$ cat config.mk
export PLATFORM = sky130hd
export DESIGN_NAME = decoder_3x8_pipe
export DESIGN_NICKNAME = d
export VERILOG_FILES = /design/src/rtl/decoder_pkg.sv /design/src/rtl/decoder_skid_buf.sv /design/src/rtl/decoder_3x8_pipe.sv
export SDC_FILE = /design/constraint.sdc
export NUM_CORES = 1
export LEC_CHECK = 0
export CAP_MARGIN = 25
export CORE_MARGIN = 10
export CORE_UTILIZATION = 54
export DETAILED_ROUTE_END_ITERATION = 8
export PLACE_DENSITY = 0.83
export SLEW_MARGIN = 20
export SYNTH_ARGS = -nofsm -noshare
export SYNTH_HDL_FRONTEND = slang
export SYNTH_HIERARCHICAL = 1
export SYNTH_SLANG_ARGS = --single-unit
$ cat constraint.sdc
create_clock -name clk -period 3.3 [get_ports clk]
set_clock_uncertainty 0.1 [all_clocks]
set_input_delay 0.33 -clock clk [delete_from_list [all_inputs] [get_ports clk]]
set_output_delay 0.33 -clock clk [all_outputs]
set_load 0.03 [all_outputs]
$ cat src/rtl/decoder_pkg.sv
// Shared types and helpers for the streaming one-hot decoder.
// DECODER_PARITY_CHK_EN (optional) enables the input parity check in the top.
package decoder_pkg;

    localparam int unsigned DEC_N_DEF     = 3;
    localparam int unsigned DEC_OUT_W_DEF = 8;
    localparam int unsigned DEC_MAX_N     = 8;
    localparam int unsigned DEC_MAX_W     = 1 << DEC_MAX_N;
    localparam int unsigned DEC_PAR_W     = DEC_MAX_N + 1;

    typedef enum logic [1:0] {
        SKID_EMPTY = 2'd0,
        SKID_ONE   = 2'd1,
        SKID_FULL  = 2'd2
    } skid_state_e;

    // Widest decode; callers truncate to their own output width.
    function automatic logic [DEC_MAX_W-1:0] onehot_dec(input logic [DEC_MAX_N-1:0] code,
                                                        input logic en);
        logic [DEC_MAX_W-1:0] word;
        word = '0;
        if (en) word[code] = 1'b1;
        return word;
    endfunction

    function automatic logic even_par(input logic [DEC_PAR_W-1:0] vec);
        return ^vec;
    endfunction

endpackage

$ cat src/rtl/decoder_skid_buf.sv
// Two-entry valid/ready skid buffer: output register O plus skid register S.
module decoder_skid_buf
    import decoder_pkg::*;
#(
    parameter int unsigned WIDTH = DEC_OUT_W_DEF
) (
    input  logic             clk,
    input  logic             rst,
    input  logic [WIDTH-1:0] in_data,
    input  logic             in_valid,
    output logic             in_ready,
    output logic [WIDTH-1:0] out_data,
    output logic             out_valid,
    input  logic             out_ready
);

    skid_state_e      state_q, state_d;
    logic [WIDTH-1:0] skid_q;
    logic             accept, drain, o_load, o_from_s, s_load;

    assign accept = in_valid & in_ready;
    assign drain  = out_valid & out_ready;

    always_comb begin
        state_d  = state_q;
        o_load   = 1'b0;
        o_from_s = 1'b0;
        s_load   = 1'b0;
        case (state_q)
            SKID_EMPTY: begin
                if (accept) begin
                    state_d = SKID_ONE;
                    o_load  = 1'b1;
                end
            end
            SKID_ONE: begin
                if (accept && drain) begin
                    o_load = 1'b1;
                end else if (accept) begin
                    state_d = SKID_FULL;
                    s_load  = 1'b1;
                end else if (drain) begin
                    state_d = SKID_EMPTY;
                end
            end
            SKID_FULL: begin
                // in_ready is low here, so only a drain can happen.
                if (drain) begin
                    state_d  = SKID_ONE;
                    o_from_s = 1'b1;
                end
            end
            default: state_d = SKID_EMPTY;
        endcase
    end

    // in_ready resets low so nothing is taken until the first edge after reset.
    always_ff @(posedge clk or posedge rst) begin
        if (rst) begin
            state_q   <= SKID_EMPTY;
            in_ready  <= 1'b0;
            out_valid <= 1'b0;
            out_data  <= '0;
            skid_q    <= '0;
        end else begin
            state_q   <= state_d;
            in_ready  <= (state_d != SKID_FULL);
            out_valid <= (state_d != SKID_EMPTY);
            if (o_load)        out_data <= in_data;
            else if (o_from_s) out_data <= skid_q;
            if (s_load) skid_q <= in_data;
        end
    end

endmodule

$ cat src/rtl/decoder_3x8_pipe.sv
// Streaming N-to-2^N one-hot decoder with valid/ready and a delivered-beat counter.
// Optional parity check on input beats under DECODER_PARITY_CHK_EN.
module decoder_3x8_pipe
    import decoder_pkg::*;
#(
    parameter int unsigned N     = DEC_N_DEF,
    parameter int unsigned CNT_W = 16
) (
    input  logic                clk,
    input  logic                rst,
    input  logic [N-1:0]        in_code,
    input  logic                in_en,
    input  logic                in_valid,
    output logic                in_ready,
    output logic [(1<<N)-1:0]   out,
    output logic                out_valid,
    input  logic                out_ready,
    output logic [CNT_W-1:0]    beat_cnt
`ifdef DECODER_PARITY_CHK_EN
    ,
    input  logic                in_par,
    output logic                par_err
`endif
);

    localparam int unsigned OUT_W = 1 << N;

    logic [OUT_W-1:0] word_c;
    logic             buf_valid;

    assign word_c = OUT_W'(onehot_dec(DEC_MAX_N'(in_code), in_en));

`ifdef DECODER_PARITY_CHK_EN
    logic par_ok_c;

    assign par_ok_c  = (in_par == even_par(DEC_PAR_W'({in_en, in_code})));
    assign buf_valid = in_valid & par_ok_c;

    // A bad beat is still handshaken (consumed) but never enters the buffer.
    always_ff @(posedge clk or posedge rst) begin
        if (rst) par_err <= 1'b0;
        else     par_err <= in_valid & in_ready & ~par_ok_c;
    end
`else
    assign buf_valid = in_valid;
`endif

    decoder_skid_buf #(
        .WIDTH(OUT_W)
    ) u_skid (
        .clk      (clk),
        .rst      (rst),
        .in_data  (word_c),
        .in_valid (buf_valid),
        .in_ready (in_ready),
        .out_data (out),
        .out_valid(out_valid),
        .out_ready(out_ready)
    );

    always_ff @(posedge clk or posedge rst) begin
        if (rst)                        beat_cnt <= '0;
        else if (out_valid & out_ready) beat_cnt <= beat_cnt + CNT_W'(1);
    end

endmodule

* Yosys cells after proc, flatten, opt, wreduce, memory -nomap -nowiden *
Cells that the tools add are included.

storage, ports and cells
  register bits = 36
  input bits = 8
  output and inout bits = 26
  word-level logic and storage cells = 37

cells by class
  add/sub/neg operators = 1
  magnitude comparators = 2
  eq/ne operators = 3
  multiplexer cells = 18
  bitwise operators = 2
  reductions and logical operators = 5

operator list
  cell                                                        count
  2-to-1 mux 8 bit                                            3
  adder 16 x 1 -> 16 bit, second input constant               1
  2-to-1 mux 2 bit                                            5
  less-than comparator 3 x 9 -> 1 bit, second input constant  1
  2-to-1 mux 1 bit                                            7
  one-hot mux 2 bit (3 select lines)                          1
  nonzero test 2 bit                                          2
  demux 1 bit (select 3 bit)                                  1
  >= comparator 3 x 1 -> 1 bit, second input constant         1
  AND 1 bit                                                   2
  equality test 2 x 1 -> 1 bit, second input constant         1
  equality test 2 bit, second input constant                  1
  logical AND 1 bit                                           2
  logical NOT 2 bit                                           1
  inequality test 2 bit, second input constant                1
  one-hot mux 1 bit (2 select lines)                          1

* Logic depth before layout (Yosys ltp) *
  depth after elaboration = 6
  depth in mapped cells = 5

* Modules after synthesis *
The synthesis kept the hierarchy.

by module, submodules not included
  module            times used  cells an instance  area each (µm²)
  decoder_skid_buf  1           61                 924.6
  decoder_3x8_pipe  1           71                 748.2

* Least setup slack after synthesis *
OpenSTA, ideal clock, no wires.

  path type = register -> register
  from = register u_skid.out_valid
  to = register beat_cnt[11]
  library setup time = 0.134 ns
  arrival = 1.396 ns
  setup slack = 1.670 ns
  stages on the path, launching flop included = 5
  buffers on the path = 0
  clock period less this slack = 1.630 ns
  cell sequence = dfrtp_1 nand2_1 nor2_1 nand4_1 xnor2_1

on the way
  cells in the longest elaborated chain, start to end = 1

RTL lines
  element                 RTL line                source
  from (decl)             decoder_skid_buf.sv:13  output logic out_valid,
  from (signal assigned)  decoder_skid_buf.sv:68  out_valid <= (state_d != SKID_EMPTY);
  AND 1 bit               decoder_3x8_pipe.sv:63  else if (out_valid & out_ready) beat_cnt <= beat_cnt + CNT_W'(1);
  to (signal assigned)    decoder_3x8_pipe.sv:63
  to (decl)               decoder_3x8_pipe.sv:18  output logic [CNT_W-1:0] beat_cnt

No other way between the ends.
A chain may end at the register's enable or synchronous reset.

* Worst setup path after layout *
  from = register u_skid.out_valid
  to = output out_valid

RTL lines
  element    RTL line                source
  to (decl)  decoder_3x8_pipe.sv:16  output logic out_valid,

No word-level cell between the ends.

==> results.toml <==
[synthesis]
synth_top_family_by_area = "multiplexers"
syn_nets = 141
yosys_warnings = 6
synthSimpleGateAreaFrac_pct = 16.1
synth_adder_area_share_pct = 0.748
netlist_area_pre_place_um2 = 1670
synth_area_per_cell_um2 = 12.7
fraction_of_the_mapped_netlist_area_in_compound_gates_pct = 1.27
syn-instance-count = 132
yosys-mux-area-fraction_pct = 19.3
synthXorXnorAreaFrac_pct = 7.85
yosysUniqueCellTypes = 26
synth_sequential_area_ratio_pct = 53.9
synth-seq-cells = 36

[detailed_routing]
viasPerCell = 5.49
drc = 0
firstDrtPassIters = 4
route.final.wire_length_um = 3200
route.vias.total = 1126
wl_per_cell_um = 15.6
initialDrtViolationCount = 76
route.antenna.remaining_nets = 0

[worst_setup_path]
worst_path_largest_cell_delay_ns = 0.72
crit_chain = "clkdlybuf4s50_1"
worst_ep_required_time_ns = 2.87
rr_endpoint = "beat_cnt[13]"
r2r_start = "u_skid/out_valid"
critical_path.endpoint_type = "output pin"
critPathArrivalTime_ns = 1.53
critPathMaxFanout = 6
ff2ff_path_depth = 4
worst_path_max_delay_cell = "clkdlybuf4s50_1"
critical_path.top_delay_family = "buffers and inverters"
crit_buf_inv = 1
critPathLaunchType = "flop"
r2r_setup_slack_ns = 1.71
timing_worst_setup_path_type = "reg -> out"

[global_route]
pin_count_of_the_biggest_net_entering_global_routing = 21
grtUsageTotal_pct = 12.6
first_global_vias = 1190
overflow = 0
grt_pass1_wl_um = 5420
grt_antenna_before_repair = 0

[hold_path]
holdCritPathClass = "in -> async"

[placement]
dpl.hpwl_um = 2450
io_buffer_count = 33
globalplace.congestion = 0.811

[layout]
final.fill_count = 229
synthToLayoutAreaGrowth_pct = 25.3
final_layout_size_suffix_gt1_share_pct = 22.1
final_net_count = 180
insertedDiodeCount = 0

[clock_tree]
cts_resized = 0
clkSlewWorstSetupHoldPaths_ns = 0.10
cts_num_sinks = 36
clock_tree.htree_level_count = 2
cts_bufs_inserted = 5
clk_path_buf_depth = 2
cts_setup_buffers = 0
number_of_buffers_inserted_for_hold_repair_after_clock_tree_synthesis = 0
clock_insertion_delay_worst_skew_ns = 0.33
cts_tree = "built"
cts-root-buf = "clkbuf_4"

[sta]
min_period_over_period_pct = 59.3
slew-limit-headroom_pct = 50.8
final_period_minus_worst_setup_slack_ns = 1.96
slew_violations = 0
tightestPinTransition_ns = 0.737
setup_repair_after_global_routing_missed_its_margin = "no"
setup_total_negative_slack_ns = 0
finalHoldViolCount = 0
final_setup_violations = 0
clock.fmax_mhz = 511

[power_and_ir_drop]
power.ir.vdd_worst_v = 0.000483
total_power_mw = 1.56
leakagePower_nw = 0.981
cellPowerDensity_nw_per_um2 = 743

[status]
outcome = "finished clean"

[die]
floorplan.die_area_um2 = 5720
design.core.area_um2 = 3000
rows = 20
floorplan.die.height_um = 75.7
start_util_pct = 55.7
die_width_um = 75.7
num_io_pins = 34

[flow_run]
max_cap_check_violation_count = 0
==> cells in the mapped netlist <==
master | n | share of area, %
xor2_1 | 2 | 1.0
dfrtp_1 | 36 | 54
and3_1 | 4 | 1.5
and4_1 | 2 | 1.0
nand4_1 | 3 | 1.1
a21oi_1 | 1 | 0.30
and3b_2 | 1 | 0.60
nand3_2 | 1 | 0.60
ha_1 | 1 | 0.75
a21bo_2 | 1 | 0.60
buf_4 | 1 | 0.45
nand4b_4 | 1 | 1.4
nor3_1 | 2 | 0.60
nand2_2 | 1 | 0.37
or2_2 | 1 | 0.37
o22ai_1 | 1 | 0.37
inv_1 | 2 | 0.45
mux2_2 | 18 | 12
nand3_1 | 7 | 2.1
nor2b_1 | 1 | 0.37
nand2b_1 | 3 | 1.1
mux2_4 | 8 | 7.2
nand2_1 | 11 | 2.5
xnor2_1 | 13 | 6.8
and2_1 | 1 | 0.37
nor2_1 | 9 | 2.0
==> stage by stage <==
step,std cells,worst slack (ns),instance area [um^2],utilization (%),hold WS (ns)
3_3_place_gp,197,1.32,2040,67.8,0.364
6_report,205,1.34,2100,69.8,0.295
2_1_floorplan,132,1.67,1670,-,0.144
5_1_grt,205,1.27,2100,69.8,0.312
3_5_place_dp,197,1.26,2040,67.8,0.377
4_1_cts,205,1.32,2100,69.8,0.307
==> worst max-delay path by stage <==
| stage | from | depth (start not counted) | to |
|---|---|---|---|
| global placement | out_ready | 5 | beat_cnt[11] |
| CTS | u_skid/out_valid | 1 | out_valid |
| floorplan | u_skid/out_valid | 4 | beat_cnt[11] |
| finish | u_skid/out_valid | 1 | out_valid |
| detailed placement | out_ready | 5 | beat_cnt[13] |
| global route | u_skid/out_valid | 1 | out_valid |
==> power by group <==
part,switching [mW],total (mW),internal (mW)
registers,0.109,0.668,0.559
logic,0.326,0.649,0.323
clock network,0.136,0.241,0.105
==> flip-flops by register name (all words and copies together) (netlist names) <==
register,cells
beat_cnt,16
u_skid/out_data,8
u_skid/skid_q,8
u_skid/state_q,2
u_skid/in_ready,1
u_skid/out_valid,1
==> cells in the final DEF, fill, tap and decap left out, types with 2 or more instances in the layout <==
cell type and count:
clkbuf_4 5, dfrtp_1 36, xor2_1 2, inv_1 2
clkbuf_1 2, nand2b_1 3, and4_1 2, nand2_1 11
xnor2_1 13, mux2_4 8, mux2_2 18, nand3_1 7
nor3_1 2, clkdlybuf4s50_1 33, nand4_1 3, and3_1 4
nor2_1 9
==> final cells by class <==
cell class / count / area, um^2 / area share, %
well taps: 33 / 41.3 / 1.97
clock buffers: 8 / 58.8 / 2.81
flip-flops and latches: 36 / 901 / 43.0
multi-input cells: 93 / 757 / 36.1
repair buffers: 33 / 330 / 15.8
inverters: 2 / 7.51 / 0.358
==> per-layer routing <==
metal	global-route usage, %	wire length [um]	up-vias
met5	0	0	-
met4	5.57	55	0
met3	5.86	244	6
met2	21.4	1570	29
met1	12.9	1330	556
li1	-	-	535
==> cells by family after synthesis <==
family | Yosys count
AOI/OAI and AO/OA | 3
xor gates and xnor gates | 15
adders and majority gates | 1
buffers and inverters | 3
DFF | 36
muxes | 26
and+or+nand+nor | 48
Note: power is estimated with default switching activity, not from simulation.
==> RTL change 1 (same settings) <==
The parameter `CNT_W` goes from 16 to 32.
--- a/src/rtl/decoder_3x8_pipe.sv
+++ b/src/rtl/decoder_3x8_pipe.sv
@@ -5,5 +5,5 @@
 #(
     parameter int unsigned N     = DEC_N_DEF,
-    parameter int unsigned CNT_W = 16
+    parameter int unsigned CNT_W = 32
 ) (
     input  logic                clk,
Interface: changed (resized beat_cnt); port bits go from 34 to 50. No check against the original RTL was run, so the function may have changed too.
==> RTL change 1 against the original RTL <==
Worst setup slack better by 0.0019 ns. Total power increased by 22%. Utilization is 1.2 points higher. Wire length increased by 56%. Cell area up 49%. Sequential cell count up 16. Synthesized area up 50%. Hold slack improved by 0.036 ns. Critical path type unchanged. Critical endpoint is now beat_cnt[17].
==> RTL change 1: results (changes against the original RTL) <==
- Outcome: complete, no violations (unchanged)
- Endpoints failing hold: 0 (unchanged)
- Routability congestion estimate: 0.7545 (was 0.8108)
- Uppermost layer routed: met4 (unchanged)
- Vias per std cell: 5.481 (was 5.493)
- Count of antenna diodes in the layout: 0 (unchanged)
- Number of global-route vias before repair: 1,718 (was 1,190)
- GR Util All Layers: 0.1329 (was 0.1257)
- Clock latency at the later pin of the worst-skew pair: 0.31 ns (was 0.33 ns)
- Initial antenna violation count: 0 (unchanged)
- Most frequent cells after synthesis: dfrtp_1, mux2_2, xor2_1, nand2_1, xnor2_1 (was dfrtp_1, mux2_2, xnor2_1, nand2_1, nor2_1)
- Buffer type at the clock tree root: clkbuf_8 (was clkbuf_4)
- Crit path max fanout: 5 (was 6)
- Top area cells in the synthesized netlist: dfrtp_1, mux2_2, xor2_1, mux2_4, xnor2_1 (was dfrtp_1, mux2_2, mux2_4, xnor2_1, nand2_1)
- Longest Clk Path Bufs: 2 (unchanged)
- Top cell family by delay on the critical path: buffers and inverters (unchanged)
- Delay of the slowest cell on the worst path: 0.73 ns
- Synthesis Warnings: 6 (unchanged)
- Final Instance Count excl. Fillers: 312 (was 205)
- Post-synth top flop: dfrtp_1 (unchanged)
- Maximum number of pins on one net before global-route repair: 33 (was 21)
- Asr flop ratio synth: 1.000 (unchanged)
- Detailed Place HPWL: 3.736 mm (was 2.450 mm)
- Clock-pin slew reported for the worst setup and hold paths after clock tree synthesis: 0.09 ns
- M1 WL: 2.160 mm (was 1.328 mm)
- Wire length on met3: 420 µm (was 244 µm)
- Arrival time at the worst endpoint: 1.53 ns (about the same)
- Largest regs: beat_cnt: 32 flops, u_skid/out_data: 8 flops, u_skid/skid_q: 8 flops (was beat_cnt: 16 flops, u_skid/out_data: 8 flops, u_skid/skid_q: 8 flops)
- Quantity of I/O buffers inserted on ports: 49 (was 33)
- Number of buffers inserted to repair setup after CTS: 0 (unchanged)
- Post-CTS Resized: 0 (unchanged)
- Number of violations reported at the end of detailed-routing iteration 0: 102 (was 76)
- Max VDD drop: 381.7 µV (was 483.3 µV)
- Final-stage net count: 268 (was 180)
- Fraction of layout instances using a drive strength above 1: 0.1846 (was 0.2209)
- First-pass detailed-route iteration total: 5 (was 4)
- Count of cell types in the netlist: 36 (was 26)
- Detailed route wirelength on metal2: 2.335 mm (was 1.566 mm)
- Total leakage power: 0.001506 µW (was 0.0009813 µW)
- Number of levels in the clock H-tree: 2 (unchanged)
- Inserted Clock Buffers: 5 (unchanged)
- Fraction of the yosys area taken by sequential cells: 0.5200 (was 0.5385)
- Fill cell count: 338 (was 229)
- Class of the worst hold path: in2async (unchanged)
- Synthesized netlist cell count: 205 (was 132)
- Inst Count DP: 304 (was 197)
- DRT Wirelength: 4.987 mm (was 3.195 mm)
- Setup total negative slack: 0 ns (unchanged)
- Wire length of the first global-routing pass: 8.273 mm (was 5.416 mm)
- CP max stage cell: clkdlybuf4s50_1 (unchanged)
- Final routed DRC violation total: 0 (unchanged)
- Slew margin rel.: 0.4929 (was 0.5082)
-- RTL change 1: cell types whose count changed after synthesis, moves of 2 or more --
cell / change
nand2_1: +6
nand4_4: +2
nor2_1: +2
nor4_1: +5
xor2_1: +16
nand3_1: -3
nand4_1: +7
and4_4: +2
nor3_1: +7
inv_1: +2
dfrtp_1: +16
and2_1: +3
-- RTL change 1: layout make-up --
class,instances,area (µm²),share of cell area
flip-flops and latches,52,1301,0.4155
multi-input cells,146,1162,0.3712
repair buffers,50,498.0,0.1590
clock buffers,8,90.09,0.02877
well taps,52,65.06,0.02078
inverters,4,15.01,0.004794
-- RTL change 1: where the power goes --
part / internal [µW] / total, µW / switching, µW
clock network: 171 / 372 / 200
registers: 755 / 860 / 105
logic: 323 / 663 / 341
-- RTL change 1: worst paths after layout --
check                                            from                            to  slack, ns  cells past startpoint
min                                               rst       beat_cnt[1]$_DFFE_PP0P_       0.33                      3
min in group clk             beat_cnt[30]$_DFFE_PP0P_      beat_cnt[30]$_DFFE_PP0P_       0.39                      1
max                          beat_cnt[17]$_DFFE_PP0P_                  beat_cnt[17]       1.34                      1
min reg2reg                  beat_cnt[30]$_DFFE_PP0P_      beat_cnt[30]$_DFFE_PP0P_       0.39                      1
max in group asynchronous                         rst  u_skid/skid_q[7]$_DFFE_PP0P_       2.24                      2
max reg2reg                u_skid/out_valid$_DFF_PP0_      beat_cnt[31]$_DFFE_PP0P_       1.51                      4
-- RTL change 1: routing by layer --
layer / track usage / up-vias
li1: - / 833
met1: 0.1575 / 827
met2: 0.2169 / 43
met3: 0.04921 / 7
met4: 0.04708 / 0
met5: 0 / -
-- RTL change 1: metrics by stage --
| step | cell area (µm²) | hold slack (ns) | setup WS [ns] | utilization | power, µW |
|---|---|---|---|---|---|
| floorplan | 2502 | 0.1938 | 1.513 | - | 1319 |
| global placement | 3042 | 0.3612 | 1.095 | 0.6891 | 1527 |
| detailed placement | 3042 | 0.3744 | 1.012 | 0.6891 | 1545 |
| CTS | 3132 | 0.3383 | 1.339 | 0.7095 | 1914 |
| global route | 3132 | 0.3650 | 1.204 | 0.7095 | 1992 |
| finish | 3132 | 0.3312 | 1.345 | 0.7095 | 1895 |
-- RTL change 1: cells by family (layout without fill, tap and decap cells) --
kind of cell,count (synthesis),in the layout,share of synthesized area
AND/OR/NAND/NOR,85,85,0.2135
multiplexers,26,26,0.1290
flip-flops,52,52,0.5200
adder cells (fa/ha/maj),1,1,0.004999
XOR/XNOR,31,31,0.1085
buffers and inverters,7,62,0.01550
AO/OA/AOI/OAI,3,3,0.008500
-- RTL change 1: tightest hold or removal path, cell delays in order --
cell             delay (ns)
clkdlybuf4s50_1        0.41
inv_1                  0.06
buf_4                  0.35
==> RTL change 2 (same flow settings) <==
Made on the original files. Re-encode `skid_state_e` (3 states) as one-hot, 3 bits wide.
--- a/src/rtl/decoder_pkg.sv
+++ b/src/rtl/decoder_pkg.sv
@@ -9,8 +9,8 @@
     localparam int unsigned DEC_PAR_W     = DEC_MAX_N + 1;
 
-    typedef enum logic [1:0] {
-        SKID_EMPTY = 2'd0,
-        SKID_ONE   = 2'd1,
-        SKID_FULL  = 2'd2
+    typedef enum logic [2:0] {
+        SKID_EMPTY = 3'b001,
+        SKID_ONE   = 3'b010,
+        SKID_FULL  = 3'b100
     } skid_state_e;
 
Function: same outputs for any inputs over 10 cycles, from zero or initial values and one cycle with rst high; not proved beyond that.
==> RTL change 2 against the original RTL <==
Worst setup slack improved by 0.021 ns. Register-to-register slack got worse by 0.34 ns. Utilization increased by 2.0 points. Non-clock buffer count unchanged. Combinational power decreased by 20%. Sequential share of layout area decreased by 1.7 points. Sequential cell count increased by 1. Cell area increased by 7.2%. Synthesized area increased by 8.0%. Die area increased by 5.8%. Hold slack improved by 0.012 ns. Wire length increased by 19%. Total power about the same.
==> RTL change 2: results (changes against the original RTL) <==
- Delay of the slowest cell on the worst path: 0.72 ns (about the same)
- Placement-stage worst setup slack: 1.105 ns (was 1.256 ns)
- Routability congestion estimate: 0.8694 (was 0.8108)
- Number of violations reported at the end of detailed-routing iteration 0: 144 (was 76)
- Maximum number of pins on one net before global-route repair: 22 (was 21)
- Number of global-route vias before repair: 1,376 (was 1,190)
- Max VDD drop: 427.1 µV (was 483.3 µV)
- Fraction of layout instances using a drive strength above 1: 0.1071 (was 0.2209)
- Count of antenna diodes in the layout: 0 (unchanged)
- Top cell family by delay on the critical path: buffers and inverters (unchanged)
- Average wire per standard cell: 15.88 µm (was 15.59 µm)
- Standard cell area after detailed placement: 2143 µm² (was 2037 µm²)
- Most frequent cells after synthesis: dfrtp_1, nand3_1, xnor2_1, inv_1 (was dfrtp_1, mux2_2, xnor2_1, nand2_1, nor2_1)
- Longest Clk Path Bufs: 2 (unchanged)
- Vias per std cell: 5.675 (was 5.493)
- Quantity of I/O buffers inserted on ports: 33 (unchanged)
- Mapped Nets: 172 (was 141)
- Total leakage power: 0.0009566 µW (was 0.0009813 µW)
- GR Util All Layers: 0.1333 (was 0.1257)
- Final-stage net count: 204 (was 180)
- Wire length of the first global-routing pass: 6.637 mm (was 5.416 mm)
- Clock-pin slew reported for the worst setup and hold paths after clock tree synthesis: 0.11 ns
- Number of buffers inserted to repair setup after CTS: 0 (unchanged)
- Top area cells in the synthesized netlist: dfrtp_1, xnor2_1, mux2_4, o311ai_0, nand3_1 (was dfrtp_1, mux2_2, mux2_4, xnor2_1, nand2_1)
- CP max stage cell: clkdlybuf4s50_1 (unchanged)
- Post-CTS Resized: 0 (unchanged)
- Count of cell types in the netlist: 36 (was 26)
- Clock latency at the later pin of the worst-skew pair: 0.34 ns
- Number of levels in the clock H-tree: 2 (unchanged)
- Fraction of the yosys area taken by sequential cells: 0.5132 (was 0.5385)
- Outcome: complete, no violations (unchanged)
- Final global-route overflow total: 0 (unchanged)
- Slew of the pin with the lowest slew margin: 0.7860 ns (was 0.7368 ns)
- Detailed Place HPWL: 2.876 mm (was 2.450 mm)
- Crit path max fanout: 5 (was 6)
- Arrival time at the worst endpoint: 1.51 ns (was 1.53 ns)
- Class of the worst hold path: in2async (unchanged)
## RTL change 2: per-layer routing
metal  global-route usage  up-vias  wire [µm]
met5                    0        -          0
met1               0.1610      653       1584
li1                     -      646          -
met2               0.2114       54       1910
met3              0.04147        9        259
met4              0.06204        0         57
## RTL change 2: power breakdown
| part | internal, µW | leakage (µW) | switching (µW) |
|---|---|---|---|
| Sequential | 558 | 0.000494 | 97.8 |
| Clock | 235 | 0.0000552 | 147 |
| Combinational | 236 | 0.000407 | 287 |
| Total | 1030 | 0.000957 | 531 |
## RTL change 2: final cells by class
cell class / instances / area [µm²]
Fill cell: 219 / 882.1
Tap cell: 44 / 55.05
Sequential cell: 37 / 927.1
Multi-Input combinational cell: 108 / 793.3
Clock inverter: 3 / 65.06
Clock buffer: 5 / 37.54
Inverter: 10 / 37.54
Timing Repair Buffer: 33 / 330.3
## RTL change 2: logic make-up after synthesis
group | share of synthesized area
fa+ha+maj | 0.006924
compound gates | 0.09557
simple gates | 0.1807
mux | 0.07826
buf+inv | 0.04778
xor+xnor | 0.07757
flops | 0.5132
## RTL change 2: final timing paths
path                            cells past startpoint  slack [ns]                        start                        endpoint
min in group clk                                    1        0.39     beat_cnt[15]$_DFFE_PP0P_        beat_cnt[15]$_DFFE_PP0P_
worst min-delay path                                2        0.31                          rst        beat_cnt[10]$_DFFE_PP0P_
worst min register to register                      1        0.39     beat_cnt[15]$_DFFE_PP0P_        beat_cnt[15]$_DFFE_PP0P_
worst max register to register                      3        1.37  u_skid/state_q[0]$_DFF_PP1_  u_skid/out_data[1]$_DFFE_PP0P_
worst max-delay path                                1        1.36      beat_cnt[4]$_DFFE_PP0P_                     beat_cnt[4]
max in group asynchronous                           2        2.22                          rst     u_skid/state_q[2]$_DFF_PP0_
## RTL change 2: metrics by stage
stage	total power, µW	instances
4_1_cts	1574	240
3_3_place_gp	1166	232
5_1_grt	1648	240
3_5_place_dp	1190	232
6_report	1559	240
2_1_floorplan	1004	163
